$ cat src/rtl/regfile_pkg.sv
// Shared definitions for the register-file writeback path.
//   NREG / ADDR_W / DATA_W : register file geometry
//   wb_src_e               : encoding of the writeback source (ALU = 0, MEM = 1)
//   STARVE_W / STARVE_SAT  : width and saturation value of the ALU denial counter
package regfile_pkg;

  localparam int NREG   = 32;
  localparam int ADDR_W = 5;
  localparam int DATA_W = 32;

  typedef enum logic {
    WB_SRC_ALU = 1'b0,
    WB_SRC_MEM = 1'b1
  } wb_src_e;

  localparam int             STARVE_W   = 3;
  localparam logic [STARVE_W-1:0] STARVE_SAT = 3'd7;

endpackage

$ cat src/rtl/regsel_decoder.sv
// Combinational register-select decoder.
// Turns a register address into a one-hot select vector. Address 0 decodes to
// all zeros because R0 is hardwired to zero; this keeps it reusable for the
// read-port selects as well as the write select.
//   addr : register address (ADDR_W bits)
//   sel  : one-hot select, or zero for addr 0 (NREG bits)
module regsel_decoder #(
  parameter int NREG   = 32,
  parameter int ADDR_W = 5
) (
  input  logic [ADDR_W-1:0] addr,
  output logic [NREG-1:0]   sel
);

  always_comb begin
    // NOTE: assign every bit before any conditional logic so no latch is inferred.
    sel = '0;
    for (int k = 1; k < NREG; k++) begin
      sel[k] = (addr == ADDR_W'(k));
    end
  end

endmodule

$ cat src/rtl/regfile_wb_arbiter.sv
// Writeback arbiter for the register file's single write port.
// Chooses between the ALU result path and the load path each cycle; loads win
// ties unless the ALU has been denied STARVE_MAX times in a row. The winner's
// destination is decoded to a one-hot Dselect and registered together with the
// write data, so the register file sees the write one cycle after the grant.
//   clk, reset                       : clock, asynchronous active-high reset
//   alu_valid/addr/data, alu_ready   : ALU writeback request and grant
//   mem_valid/addr/data, mem_ready   : load writeback request and grant
//   Dselect, dbus                    : registered write select and write data
//   wb_src                           : source of the current Dselect/dbus
//   starve_cnt                       : consecutive ALU denials
module regfile_wb_arbiter #(
  parameter int DATA_W     = 32,
  parameter int NREG       = 32,
  parameter int ADDR_W     = 5,
  parameter int STARVE_MAX = 3
) (
  input  logic              clk,
  input  logic              reset,
  input  logic              alu_valid,
  input  logic [ADDR_W-1:0] alu_addr,
  input  logic [DATA_W-1:0] alu_data,
  output logic              alu_ready,
  input  logic              mem_valid,
  input  logic [ADDR_W-1:0] mem_addr,
  input  logic [DATA_W-1:0] mem_data,
  output logic              mem_ready,
  output logic [NREG-1:0]   Dselect,
  output logic [DATA_W-1:0] dbus,
  output logic              wb_src,
  output logic [2:0]        starve_cnt
);

  import regfile_pkg::*;

  logic [STARVE_W-1:0] starve_q;
  logic                starve_hit;
  logic                grant;
  wb_src_e             sel_src;
  logic [ADDR_W-1:0]   sel_addr;
  logic [DATA_W-1:0]   sel_data;
  logic [NREG-1:0]     dec_sel;

  assign starve_hit = (starve_q >= STARVE_W'(STARVE_MAX));

  // Grants are combinational so a requester can be replaced every cycle.
  // Both readies are forced low during reset.
  always_comb begin
    mem_ready = !reset && mem_valid && (!alu_valid || !starve_hit);
    alu_ready = !reset && alu_valid && (!mem_valid || starve_hit);
    grant     = alu_ready || mem_ready;
    sel_src   = mem_ready ? WB_SRC_MEM : WB_SRC_ALU;
    sel_addr  = mem_ready ? mem_addr : alu_addr;
    sel_data  = mem_ready ? mem_data : alu_data;
  end

  regsel_decoder #(
    .NREG   (NREG),
    .ADDR_W (ADDR_W)
  ) u_dec (
    .addr (sel_addr),
    .sel  (dec_sel)
  );

  always_ff @(posedge clk or posedge reset) begin
    if (reset) begin
      Dselect  <= '0;
      dbus     <= '0;
      wb_src   <= WB_SRC_ALU;
      starve_q <= '0;
    end else begin
      // NOTE: non-blocking assignments so every register samples pre-edge values.
      // Dselect is a one-cycle strobe; dbus/wb_src hold when nothing is granted.
      Dselect <= grant ? dec_sel : '0;
      if (grant) begin
        dbus   <= sel_data;
        wb_src <= sel_src;
      end
      // Counts only cycles where the ALU asked and lost; any other cycle resets it.
      if (alu_valid && !alu_ready) begin
        starve_q <= (starve_q == STARVE_SAT) ? starve_q : starve_q + 1'b1;
      end else begin
        starve_q <= '0;
      end
    end
  end

  assign starve_cnt = starve_q;

endmodule

$ cat config.mk
export PLATFORM = sky130hd
export DESIGN_NAME = regfile_wb_arbiter
export DESIGN_NICKNAME = d
export VERILOG_FILES = /design/src/rtl/regfile_pkg.sv /design/src/rtl/regsel_decoder.sv /design/src/rtl/regfile_wb_arbiter.sv
export SDC_FILE = /design/constraint.sdc
export NUM_CORES = 1
export LEC_CHECK = 0
export CAP_MARGIN = 0
export CORE_ASPECT_RATIO = 1.2
export CORE_MARGIN = 10
export CORE_UTILIZATION = 40
export DETAILED_ROUTE_END_ITERATION = 10
export GPL_ROUTABILITY_DRIVEN = 0
export PLACE_DENSITY = 0.8
export SKIP_LAST_GASP = 1
export SLEW_MARGIN = 20
export SYNTH_ARGS = -nofsm -noshare
export SYNTH_HDL_FRONTEND = slang
export SYNTH_SLANG_ARGS = --single-unit
$ cat constraint.sdc
create_clock -name clk -period 3.4 [get_ports clk]
set_input_delay 1.02 -clock clk [delete_from_list [all_inputs] [get_ports clk]]
set_output_delay 1.02 -clock clk [all_outputs]
set_load 0.005 [all_outputs]
* After elaboration in Yosys (flattened, before gate mapping)
Index checks and enable logic that the tools add are counted.
** Operators by class
- Magnitude comparators :: 1
- Eq/ne operators :: 33
- Multiplexer cells :: 6
- Add/subtract/negate cells :: 1
- Reductions and logical operators :: 13
** Operators by type and width (count)
- $eq A5 B5 Y1 const B :: 16
- $mux W32 :: 2
- $eq A5 B4 Y1 const B :: 8
- $eq A5 B3 Y1 const B :: 4
- $eq A5 B2 Y1 const B :: 2
- $mux W3 :: 2
- $eq A5 B1 Y1 const B :: 1
- $logic_and A1 B1 Y1 :: 5
- $logic_not A1 Y1 :: 5
- $mux W5 :: 1
- $add A3 B1 Y3 const B :: 1
- $eq A3 B3 Y1 const B :: 1
- $ge A3 B2 Y1 const B :: 1
- $logic_or A1 B1 Y1 :: 3
- $ne A2 B2 Y1 const B :: 1
- $mux W1 :: 1
** Storage, ports and cells
- Output and inout bits :: 70
- Word-level logic and storage cells :: 58
- Flip-flop bits (word level) :: 68

* Depth between registers and ports, before layout
- Word-level depth :: 7
- Gate-level depth with buffers :: 8

* Modules after synthesis
From an unflattened synthesis, not the netlist that was laid out.
** Unflattened totals
- Cells, all modules :: 293
- Area total of the unflattened synthesis :: 3153.0 um^2
** By module, submodules not included
- regfile_wb_arbiter :: area each 2931.6 um^2, instances 1, cells each 245, seq. area each 1701.6 um^2
- regsel_decoder :: area each 221.5 um^2, instances 1, cells each 48, seq. area each 0.0 um^2

* Worst setup path before layout
OpenSTA, ideal clock, no wires.
- Path kind :: input-to-reg
- Start point :: in reset
- End point :: reg Dselect[24]
- Data arrival time :: 3.391 ns
- Setup slack :: -0.064 ns
- Stages on the path :: 5
- Required time :: 3.327 ns
- Cells stage by stage :: buf_4 -> inv_1 -> a32oi_2 -> buf_2 -> nor2_1
** On the way
- Word-level cells in the longest chain between the ends :: 6
- Elaborated cells on any way between the ends :: 9
** Ends and longest elaborated chain
- start, declared :: line regfile_wb_arbiter.sv:19 : input logic reset,
- $logic_not A1 Y1 (no source line) *
- $logic_and A1 B1 Y1 (2 in series) :: line regfile_wb_arbiter.sv:49 : mem_ready = !reset && mem_valid && (!alu_valid || !starve_hit);
- $mux W5 :: line regfile_wb_arbiter.sv:53 : sel_addr = mem_ready ? mem_addr : alu_addr;
- $eq A5 B5 Y1 :: line regsel_decoder.sv:19 : sel[k] = (addr == ADDR_W'(k));
- $mux W32 * :: line regfile_wb_arbiter.sv:74 : Dselect <= grant ? dec_sel : '0;
- end signal, assigned :: line regfile_wb_arbiter.sv:74
- end, declared :: line regfile_wb_arbiter.sv:28 : output logic [NREG-1:0] Dselect,
Every way passes the cells marked *; elsewhere a longest branch is shown, timed or not.
A chain may end at the register's enable or synchronous reset.

* Worst setup path after layout
- Start point :: reg starve_q[1] (netlist: starve_cnt[1])
- End point :: out mem_ready
** On the way
- Word-level cells in the longest chain between the ends :: 4
** Ends and longest elaborated chain
- start, declared :: line regfile_wb_arbiter.sv:36 : logic [STARVE_W-1:0] starve_q;
- start signal, assigned :: line regfile_wb_arbiter.sv:81 : starve_q <= (starve_q == STARVE_SAT) ? starve_q : starve_q + 1'b1;
- $ge A3 B2 Y1 :: line regfile_wb_arbiter.sv:44 : assign starve_hit = (starve_q >= STARVE_W'(STARVE_MAX));
- $logic_not A1 Y1 :: line regfile_wb_arbiter.sv:49
- $logic_or A1 B1 Y1 :: line regfile_wb_arbiter.sv:49
- $logic_and A1 B1 Y1 :: line regfile_wb_arbiter.sv:49
- end, declared :: line regfile_wb_arbiter.sv:27 : output logic mem_ready,
No other way between the ends.

==> out/summary.txt <==
outcome = finished, final reports clean
post-route cell area = 4870 um^2
DR pass1 iterations = 4
final setup fails = 0
endpoints failing hold = 0
TritonCTS clock tree = done
area leader, netlist = dfrtp_1
critical path class = reg -> out
termination of the worst setup path = mem_ready
worst min-delay path class = reg -> reg
Boundary Pins = 148
CP Launch Point = starve_cnt[1]
Slew headroom = 0.444
Slew @ Worst Pin = 0.835 ns
pre-CTS setup slack = -0.00503 ns
overall global routing resource usage = 0.170
hold_ws = 0.539 ns
pin count of the biggest net entering global routing = 68
Final Skew = 0.00599 ns
CP Launch Type = flip-flop
cell row count = 34
Final #Nets = 551
period utilization = 0.975
Ys Warns = 0
cell area after synthesis = 2990 um^2
number of global-route vias before repair = 3,020
Layout Utilization = 0.669
initial antenna violation count = 0
layout cells sized above 1 = 0.0947
Lkg Pwr = 2.09 nW
FF-to-FF End = Dselect[22]
CTS Buf Count = 9
post-route ant nets = 0
Post-DP Area = 4560 um^2
DRC viols = 0
R2R setup slack = 0.90 ns
Final Non-Filler Cells = 565
DR vias/cell = 5.12
die area = 11,300 um^2
CTS root buf = clkbuf_8
CP Data Required Time = 2.38 ns
peak supply drop = 291 uV
clk slew on worst S/H paths = 0.08 ns
initial core utilization = 0.411
per-cell routed wire length = 17.6 um
first-pass GRT wire length = 15.5 mm
Iter 0 DRT Violations = 125
routed wire length = 9.97 mm
Seq/Total Area, Yosys = 0.561
Placed Instances = 547
Worst Path Max Fanout = 7
Critical R2R Launch = starve_cnt[1]
#FFs+latches synth = 67
chip width = 98.9 um
Synth-to-Final Area Change = 62.9%
H-tree levels = 3
Die H = 115 um
clk sink count = 67
Post-synth top flop = dfrtp_1
Setup TNS = 0 ns
dpl hpwl = 7.49 mm
Inserted Diodes = 0
setup ws final = 0.0857 ns
largest cells by area after synthesis = dfrtp_1, nor2_1, nand2_1
Max Buffers Root-to-Sink = 2
Arr. time, crit path = 2.29 ns
min Tclk post-route = 3.31 ns
core area = 7270 um^2
element type at the critical path end = output port
cell count after synthesis = 319
max_cap viols = 0
gr ovfl total = 0
total power = 2.24 mW
routed vias = 2,895
Yosys cell types = 34
pwr dens = 459 nW/um^2
buffers added on ports = 146
R2R cell count = 6
share of the synthesized area in the top cell type = 0.561
Worst-Skew Late Latency = 0.34 ns
Slew Limit Fails = 0
Avg Inst Size Synth = 9.37 um^2
FMAX = 302 MHz
Post-synth ARST share = 1.00
number of synthesized flops with an enable pin = 0
syn nets = 400
timing repair:
item / CTS / global route
buffers inserted: 1 / 1
hold endpoints to repair: 0 / 0
setup endpoints to repair: 2 / 2
hold buffers: 0 / 0
resized for setup: 2 / 5
pin swaps: 0 / 0
per-layer routing:
layer  up-vias  GRT usage  part of all wire
met1      1378      0.183              0.38
met3        14     0.0507             0.082
li1       1391          -                 -
met2       112      0.303              0.52
met5         -          0                 0
met4         0     0.0708             0.020
report_power, final:
group	leakage, nW	internal [mW]	switching, mW	total (mW)
Clock	0.135	0.569	0.326	0.896
Sequential	0.841	0.859	0.0320	0.891
Combinational	1.11	0.258	0.193	0.451
Total	2.09	1.69	0.551	2.24
worst min-delay path by stage:
stage / start / cells after the start / slack (ns) / to
final: wb_src / 2 / 0.54 / wb_src
after global routing: dbus[26] / 2 / 0.59 / dbus[26]
after CTS: wb_src / 2 / 0.55 / wb_src
after detailed placement: wb_src / 2 / 0.52 / wb_src
after global placement: wb_src / 2 / 0.53 / wb_src
after floorplan: wb_src / 2 / 0.49 / wb_src
state kept, by name (all words and copies together), names as in the netlist:
| signal | flops |
|---|---|
| starve_cnt | 3 |
| Dselect | 31 |
| dbus | 32 |
| wb_src | 1 |
worst max-delay path, cell delays in order (launching register included):
cell             delay, ns
dfrtp_2               0.42
ha_1                  0.21
ha_2                  0.20
a211o_4               0.35
a21o_2                0.23
inv_1                 0.05
clkdlybuf4s50_1       0.50
synth_stat cells, types with 2 or more instances:
cell type  instances
a32oi_1           15
nand2b_1           3
buf_2              4
nor2b_1            4
o21ai_0            2
a31oi_1           33
a21oi_1            4
buf_4              4
and2b_2            3
ha_1               3
and2_1             2
inv_1              4
clkbuf_1           9
a211oi_1           3
nor2_1            76
dfrtp_1           67
nand2_1           66
cells by family after synthesis:
logic type                 after synthesis  synth area share
muxes                                    1           0.00335
AOI/OAI and AO/OA                       65             0.162
other                                    1           0.00125
and+or+nand+nor                        158             0.215
xor gates and xnor gates                 1           0.00293
buffers and inverters                   23            0.0414
adders and majority gates                3            0.0126
DFF                                     67             0.561
final cells by class:
type                            instances  area (um^2)
Fill cell                             593         2400
Sequential cell                        67         1680
Timing Repair Buffer                  159         1580
Multi-Input combinational cell        229         1210
Clock inverter                          7          146
Clock buffer                            9          124
Tap cell                               90          113
Inverter                                4         18.8
placed cells by master, fill, tap and decap left out, types with 2 or more instances in the layout:
cell             synthesis  layout
clkdlybuf4s50_1          0     143
nor2_1                  76      75
dfrtp_1                 67      66
nand2_1                 66      66
a31oi_1                 33      33
a32oi_1                 15      15
buf_4                    4      12
clkbuf_8                 1       9
a21oi_1                  4       4
nor2b_1                  4       4
bufinv_16                0       4
inv_1                    4       3
and2b_2                  3       3
inv_6                    0       3
nand2b_1                 3       2
a211oi_1                 3       2
and2_1                   2       2
o21ai_0                  2       2
ha_1                     3       2
dlymetal6s2s_1           0       2
No activity file was read; power rests on OpenSTA's default activity.
